$ cat src/rtl/sic1_out_capture.sv
// Purpose : capture SIC-1 CPU output bytes into the host clock domain and queue them for a reader.
// Latency : byte visible on rd_data/rd_valid SYNC_STAGES clocks after the strobe low level is first sampled.
// Backpr. : none toward the CPU; a byte arriving while the FIFO is full (and not popped) is dropped and flags overflow.
//
// Ports:
//   clk, rst_n          host clock, asynchronous active-low reset
//   cpu_out             CPU output byte, stable while the strobe is low
//   cpu_out_strobe_n    CPU output strobe, active low
//   cpu_halted          CPU halted flag, active high
//   clear               synchronous flush of FIFO, sticky flags and byte counter
//   rd_en               pop the head entry (ignored when empty)
//   rd_data             head byte, show-ahead (reads 0 when empty)
//   rd_valid, full      FIFO non-empty / holds DEPTH entries
//   level               number of entries held
//   overflow            sticky: a byte was dropped because the FIFO was full
//   halted_seen         sticky: synchronized halt has been observed
//   byte_count          bytes accepted into the FIFO, wraps silently
module sic1_out_capture #(
    parameter int DEPTH       = 8,
    parameter int SYNC_STAGES = 2,
    parameter int CNT_W       = 16
) (
    input  logic                       clk,
    input  logic                       rst_n,
    input  logic [7:0]                 cpu_out,
    input  logic                       cpu_out_strobe_n,
    input  logic                       cpu_halted,
    input  logic                       clear,
    input  logic                       rd_en,
    output logic [7:0]                 rd_data,
    output logic                       rd_valid,
    output logic                       full,
    output logic [$clog2(DEPTH):0]     level,
    output logic                       overflow,
    output logic                       halted_seen,
    output logic [CNT_W-1:0]           byte_count
);

    localparam int AW = $clog2(DEPTH);

    // ------------------------------------------------------------------
    // Synchronizers. All three chains have the same depth so the data
    // word leaving the last stage lines up with its strobe.
    // ------------------------------------------------------------------
    logic [SYNC_STAGES-1:0] strobe_sync;
    logic [SYNC_STAGES-1:0] halt_sync;
    logic [7:0]             data_sync [SYNC_STAGES];
    logic                   strobe_prev;

    always_ff @(posedge clk or negedge rst_n) begin
        if (!rst_n) begin
            strobe_sync <= '1;
            halt_sync   <= '0;
            strobe_prev <= 1'b1;
            for (int i = 0; i < SYNC_STAGES; i++) begin
                data_sync[i] <= 8'h00;
            end
        end else begin
            strobe_sync  <= {strobe_sync[SYNC_STAGES-2:0], cpu_out_strobe_n};
            halt_sync    <= {halt_sync[SYNC_STAGES-2:0], cpu_halted};
            strobe_prev  <= strobe_sync[SYNC_STAGES-1];
            data_sync[0] <= cpu_out;
            for (int i = 1; i < SYNC_STAGES; i++) begin
                data_sync[i] <= data_sync[i-1];
            end
        end
    end

    // Falling edge of the synchronized strobe: one event per low period,
    // however long the CPU holds it.
    logic       cap_evt;
    logic [7:0] cap_dat;
    logic       halt_s;

    assign cap_evt = strobe_prev & ~strobe_sync[SYNC_STAGES-1];
    assign cap_dat = data_sync[SYNC_STAGES-1];
    assign halt_s  = halt_sync[SYNC_STAGES-1];

    // ------------------------------------------------------------------
    // FIFO: circular buffer with pointers one bit wider than the index so
    // full and empty are distinguishable without a separate counter.
    // ------------------------------------------------------------------
    logic [7:0]  mem [DEPTH];
    logic [AW:0] wr_ptr;
    logic [AW:0] rd_ptr;
    logic        empty;
    logic        pop;
    logic        push;
    logic        drop;

    assign level    = wr_ptr - rd_ptr;
    assign empty    = (wr_ptr == rd_ptr);
    assign full     = (level == (AW+1)'(DEPTH));
    assign rd_valid = ~empty;
    // Head is gated so the output reads 0 out of reset and after a flush.
    assign rd_data  = empty ? 8'h00 : mem[rd_ptr[AW-1:0]];

    assign pop  = rd_en & ~empty;
    // A pop in the same cycle frees the slot, so a full FIFO still accepts.
    assign push = cap_evt & (~full | pop);
    assign drop = cap_evt & full & ~pop;

    // Storage needs no reset: entries are only visible between the pointers.
    always_ff @(posedge clk) begin
        if (push && !clear) begin
            mem[wr_ptr[AW-1:0]] <= cap_dat;
        end
    end

    always_ff @(posedge clk or negedge rst_n) begin
        if (!rst_n) begin
            wr_ptr      <= '0;
            rd_ptr      <= '0;
            overflow    <= 1'b0;
            halted_seen <= 1'b0;
            byte_count  <= '0;
        end else if (clear) begin
            // Edge-detect state is left alone so a strobe already low does
            // not produce a second event after the flush.
            wr_ptr      <= '0;
            rd_ptr      <= '0;
            overflow    <= 1'b0;
            halted_seen <= 1'b0;
            byte_count  <= '0;
        end else begin
            if (push) begin
                wr_ptr     <= wr_ptr + (AW+1)'(1);
                byte_count <= byte_count + CNT_W'(1);
            end
            if (pop) begin
                rd_ptr <= rd_ptr + (AW+1)'(1);
            end
            if (drop) begin
                overflow <= 1'b1;
            end
            if (halt_s) begin
                halted_seen <= 1'b1;
            end
        end
    end

endmodule

$ cat config.mk
export PLATFORM = sky130hd
export DESIGN_NAME = sic1_out_capture
export DESIGN_NICKNAME = d
export VERILOG_FILES = /design/src/rtl/sic1_out_capture.sv
export SDC_FILE = /design/constraint.sdc
export NUM_CORES = 1
export LEC_CHECK = 0
export ABC_AREA = 1
export BUFFER_PORTS_ARGS = -buffer_cell sky130_fd_sc_hd__clkbuf_2
export CAP_MARGIN = 20
export CORE_AREA = 5 5 161 117
export CTS_CLUSTER_SIZE = 16
export DETAILED_ROUTE_END_ITERATION = 16
export DIE_AREA = 0 0 166 122
export GPL_TIMING_DRIVEN = 1
export HOLD_SLACK_MARGIN = 0.12
export MAX_ROUTING_LAYER = met4
export PLACE_DENSITY = 0.56
export SYNTH_ARGS = -nofsm -noshare
export SYNTH_HDL_FRONTEND = slang
export SYNTH_SLANG_ARGS = --single-unit
$ cat constraint.sdc
create_clock -name clk -period 3.2 [get_ports clk]
set_clock_uncertainty 0.15 [all_clocks]
set_input_delay 0.48 -clock clk [delete_from_list [all_inputs] [get_ports clk]]
set_output_delay 0.48 -clock clk [all_outputs]
set_load 0.01 [all_outputs]
* Word level (Yosys, flattened, before mapping)
Memories as Yosys holds them, arrays and structs flattened. Cells that the tools add are included.
Word-level totals: flip-flop bits (word level) 47, memories kept 1, output and inout bits 32, RAM bits 64
Cells by class: reduce and logical (&&, ||, !) cells 6, muxes and demuxes 13, bitwise gates (word level) 10, equality and inequality tests 2, add/sub/neg operators 4
Memories:
- mem | words 8, bits a word 8, rd ports 1, clocked after memory_dff 0, wr ports 1, line 83 | logic [7:0] mem [DEPTH];
Operators by type and width (number):
- $mux W16 | 2
- $add A16 B1 Y16 const B | 1
- $mux W4 | 4
- $add A4 B1 Y4 const B | 2
- $mux W8 | 1
- $reduce_bool A2 Y1 | 4
- $mux W1 | 6
- $and A1 B1 Y1 | 5
- $eq A4 B4 Y1 | 1
- $eq A4 B4 Y1 const B | 1
- $not A1 Y1 | 4
- $sub A4 B4 Y4 | 1
- $logic_and A1 B1 Y1 | 1
- $logic_not A1 Y1 | 1
- $or A1 B1 Y1 | 1

* Longest topological paths before layout
word-level depth 8, depth in mapped cells 13, gate-level depth less buffers 11

* Least setup slack after synthesis
OpenSTA, ideal clock, no wires.
path type register -> register, start reg wr_ptr[0], end mem mem[0][0], enable pin, buffers on the path 0, period minus slack after synthesis 2.767 ns, data arrival time 2.246 ns, data required time 2.680 ns, stages on the path, launching flop included 9, setup slack 0.433 ns, path through dfrtp_1 -> inv_1 -> ha_1 -> fa_1 -> xnor2_1 -> nor2_4 -> nand3_4 -> nand3_1 -> nor2_1
Between the ends: cells in the longest elaborated chain, start to end 8, elaborated cells on any way between the ends 11
Ends and longest elaborated chain:
- from (decl) | line 84 | logic [AW:0] wr_ptr;
- from (signal assigned) | line 127 | wr_ptr <= wr_ptr + (AW+1)'(1);
- $sub A4 B4 Y4 | line 91 | assign level = wr_ptr - rd_ptr;
- via level[2] | line 33 | output logic [$clog2(DEPTH):0] level,
- $eq A4 B4 Y1 | line 93 | assign full = (level == (AW+1)'(DEPTH));
- $not A1 Y1 | line 100 | assign push = cap_evt & (~full | pop);
- $or A1 B1 Y1 | line 100
- $and A1 B1 Y1 | line 100
- $logic_and A1 B1 Y1 | line 105 | if (push && !clear) begin
- $mux W1 | line 105
- $mux W1 (not written as such) | line 106 | mem[wr_ptr[AW-1:0]] <= cap_dat;
- to (decl) | line 83
The timed path passes the listed nets, and every way through them passes these cells.

* Worst setup path after layout
start reg wr_ptr[0], end out full
Between the ends: cells in the longest elaborated chain, start to end 2
Ends and longest elaborated chain:
- $sub A4 B4 Y4 | line 91
- $eq A4 B4 Y1 | line 93
- to (decl) | line 32 | output logic full,
Every way passes these cells.

==> reports/metrics.sh <==
TOP_LEVEL_PORTS=46
ROUTE.DETAILED.VIAS_PER_INST=4.56
AREA.GROWTH.SYNTH_TO_FINAL_PCT=18.6
GRT_ANTENNA_BEFORE_REPAIR=0
PATH_TYPE_OF_THE_WORST_MIN_DELAY_PATH='input port to register'
CLOCK_TREE.ROOT_CELL='clkbuf_16'
MIN-DELAY-START='clear'
CRITICAL_PATH.ENDPOINT_TYPE='output pin'
AREA_OF_THE_MAPPED_NETLIST_SQ_UM=5010
MIN_PERIOD_NS=2.95
CTS_BUFFERS=9
CRIT_CHAIN='inv_1 > ha_1 > fa_1 > xnor2_1 > nor2_4 > and2_2 > clkbuf_2'
REPORT.FINAL.SLEW_VIOL_COUNT=0
CRITPATHSLOWESTCELL='dfrtp_1'
TOP_LAYER_USED='met4'
DR.PASS1.ITERS=5
DRT_DRC_VIOLATIONS_LEFT=0
POST_ROUTE_ANT_NETS=0
MET1WIRELENGTH_UM=5570
SYNTH_TOP_AREA_CELL='edfxtp_1'
YS_ASYNC_SR_FRACTION_PCT=42.3
ROUTE.MET2.WL_UM=4880
CAP_VIOL_MAX_COUNT=0
FLOORPLAN.CORE_AREA_SQ_UM=17400
ROW_COUNT=41
AVGSYNTHCELLAREA_SQ_UM=10.8
HOLD_PATH_DEPTH=2
GP_ROUTABILITY_CONGESTION=0.862
INSERTEDDIODECOUNT=0
ROUTE.DETAILED.WL_PER_INST_UM=14.5
DIE_AREA_SQ_UM=20300
VIAS_IN_THE_FIRST_GLOBAL_ROUTE=3571
SYNTH_WARNINGS=0
WORST_SETUP_PATH_START_KIND='register'
DETAILEDPLACEMENTHPWL_UM=7830
POST-ROUTE-UTIL_PCT=34.1
NUMPORTBUFFERS=45
DR_WL_MET3_UM=530
DIE_WIDTH_UM=166
MIN_DELAY_ENDPOINT='overflow$_DFFE_PN0P_'
SETUP_TOTAL_NEGATIVE_SLACK_NS=0
DETAILROUTE.VIA_COUNT=3485
CTS_HTREE_LEVELS=3
CTS.REPAIR_TIMING.SETUP_BUFFER_COUNT=0
RUN_STATUS='finished, final reports clean'
SYNTH_LARGEST_TYPE_AREA_FRACTION_PCT=38.4
SYNTH_TOP_CELLS_BY_AREA='edfxtp_1 38%, dfrtp_1 22%, nor2_1 5.5%, nand2_1 4.8%, nand3_2 4.0%'
FF_LATCH_AREA_SQ_UM=3100
TCRIT_TCLK_FINAL_PCT=92.0
GRT_PASS1_WL_UM=18500
PEAKVDDDROP_mV=0.264
CLOCK-SINKS=111
WORST-R2R-CELL-COUNT=8
DIE_H_UM=122
SLEW-LIMIT-HEADROOM_PCT=63.8
NUM-NETS-FINAL=545
GRT_START_MAX_NET_PINS=44
FLOORPLAN.INITIALDENSITY_PCT=28.8
GRT_SETUP_UNREPAIRED='false'
GLOBALROUTETOTALUTIL_PCT=11.7
CRITICAL_PATH_ARRIVAL_NS=2.32
SYNTH_EDF_COUNT=64
SYNTH_FP_NETS=485
WORSTREG2REGSTART='wr_ptr[0]$_DFFE_PN0P_'
CLK_PIN_SLEW_WORST_PATHS_NS=0.07
CLOCK_INSERTION_DELAY_WORST_SKEW_NS=0.35
MOST_NUMEROUS_CELL_IN_THE_YOSYS_NETLIST='nor2_1'
SETUP_WS_NS=0.254
TIMING.REG2REG.SETUP_SLACK_NS=0.28
SYNTH-SEQ-CELLS=111
FINAL_HOLD_VIOLS=0
LEAKAGE_POWER_nW=2.39
CPPEAKSTAGEDELAY_NS=0.47
SYNTH_CELLS=464
SYNTH.DISTINCT_CELLS=32
CRIT_REQUIRED_NS=2.57
MULTI_INPUT_AREA_SQ_UM=1630
FLIP_FLOP_CELL_WITH_THE_HIGHEST_COUNT_AFTER_SYNTHESIS='edfxtp_1'
CTSLONGESTPATHBUFFERS=2
CRITICAL_PATH.MAX_FANOUT=7
SETUP_VIOLATIONS=0
DRIVE_ABOVE_1_SHARE_PCT=22.1
DPL_WORST_SLACK_NS=0.271
CRITICALPATHCATEGORY='register to output pin'
FMAX_MHz=339
FILL_CELLS=1726
TIMING.RR.END='mem[6][7]$_DFFE_PP_'
SYNTH_COMMON_CELLS='74 x nor2_1, 64 x edfxtp_1, 64 x nand2_1, 44 x dfrtp_1, 40 x o21ai_0'
DRT_ITER0_MARKERS=306
POWER.DENSITY_CELL_AREA_nW_PER_UM2=677
WORSTMARGINPINSLEW_NS=0.543
SYNTH_SEQUENTIAL_AREA_RATIO_PCT=62.0
GLOBALROUTE.TOTALOVERFLOW=0
TOTALWIRELENGTH_UM=11100
CLOCK_TREE_FROM_TRITONCTS='done'
==> power breakdown <==
| group | switching, mW | internal, mW |
|---|---|---|
| Clock | 0.520 | 0.700 |
| Combinational | 0.787 | 0.408 |
| Sequential | 0.0430 | 1.56 |
| Total | 1.35 | 2.67 |
==> metal layers <==
metal / vias up / track usage [%]
met3: 10 / 2.89
met1: 1683 / 16.1
met2: 81 / 17.8
met5: - / -
met4: 0 / 2.63
li1: 1711 / -
==> sequential cells by signal, indices dropped and copies added (netlist names) <==
name,cells
strobe_sync,2
cap_dat,8
wr_ptr,4
rd_ptr,4
strobe_prev,1
mem,64
byte_count,16
overflow,1
halt_sync,2
data_sync,8
halted_seen,1
==> worst max-delay path: cells and delay by family (launching register included) <==
| family | cells | cell delay (ns) |
|---|---|---|
| xor gates and xnor gates | 1 | 0.32 |
| adders and majority gates | 2 | 0.63 |
| buffers and inverters | 2 | 0.27 |
| and+or+nand+nor | 2 | 0.27 |
| DFF | 1 | 0.47 |
==> cells by family (layout without fill, tap and decap cells) <==
logic type | count (synthesis) | in the layout | share of synthesized area, %
AO/OA/AOI/OAI | 63 | 63 | 6.70
buffers and inverters | 56 | 121 | 5.50
XOR/XNOR | 10 | 10 | 1.75
flip-flops | 111 | 111 | 62.0
adder cells (fa/ha/maj) | 7 | 7 | 1.90
AND/OR/NAND/NOR | 217 | 217 | 22.2
==> how the worst max path moves through the flow <==
stage	startpoint	to	slack, ns	cells past startpoint
5_1_grt	rd_ptr[0]$_DFFE_PN0P_	rd_data[2]	0.07	8
3_3_place_gp	wr_ptr[0]$_DFFE_PN0P_	mem[6][3]$_DFFE_PP_	0.41	8
3_5_place_dp	wr_ptr[0]$_DFFE_PN0P_	mem[6][3]$_DFFE_PP_	0.27	8
6_report	wr_ptr[0]$_DFFE_PN0P_	full	0.25	7
2_1_floorplan	wr_ptr[0]$_DFFE_PN0P_	mem[0][0]$_DFFE_PP_	0.43	8
4_1_cts	wr_ptr[0]$_DFFE_PN0P_	full	0.25	7
==> metrics by stage <==
stage               cells  hold slack (ns)  total power [mW]  cell area [sq um]
finish                765            0.199              4.02               5940
detailed placement    738            0.185              2.83               5500
CTS                   765            0.188              4.06               5940
floorplan             464           0.0344              2.42               5010
global placement      738            0.182              2.81               5500
global route          765            0.206              4.26               5940
==> cell usage in the layout (no fill, tap or decap), drive strengths merged, types with 4 or more instances in the layout <==
master       count
inv             35
xnor2            4
o22ai           16
xor2             6
edfxtp          64
clkbuf          55
dfrtp           44
nand2           69
o21ai           44
nor2            82
nand3           38
buf             16
dlygate4sd3     11
ha               6
nand4           25
==> timing repair <==
item | 4_1_cts | 5_1_grt
hold endpoints to repair | 26 | 0
setup endpoints to repair | 0 | 0
resized for setup | 0 | 0
hold buffers | 11 | 0
==> area by class of cell <==
cell class	count	area share, %
Clock buffer	10	3.86
Clock inverter	6	1.73
Inverter	33	2.09
Multi-Input combinational cell	297	27.4
Sequential cell	111	52.2
Tap cell	236	4.97
Timing Repair Buffer	72	7.67
No activity file was read; power rests on OpenSTA's default activity.
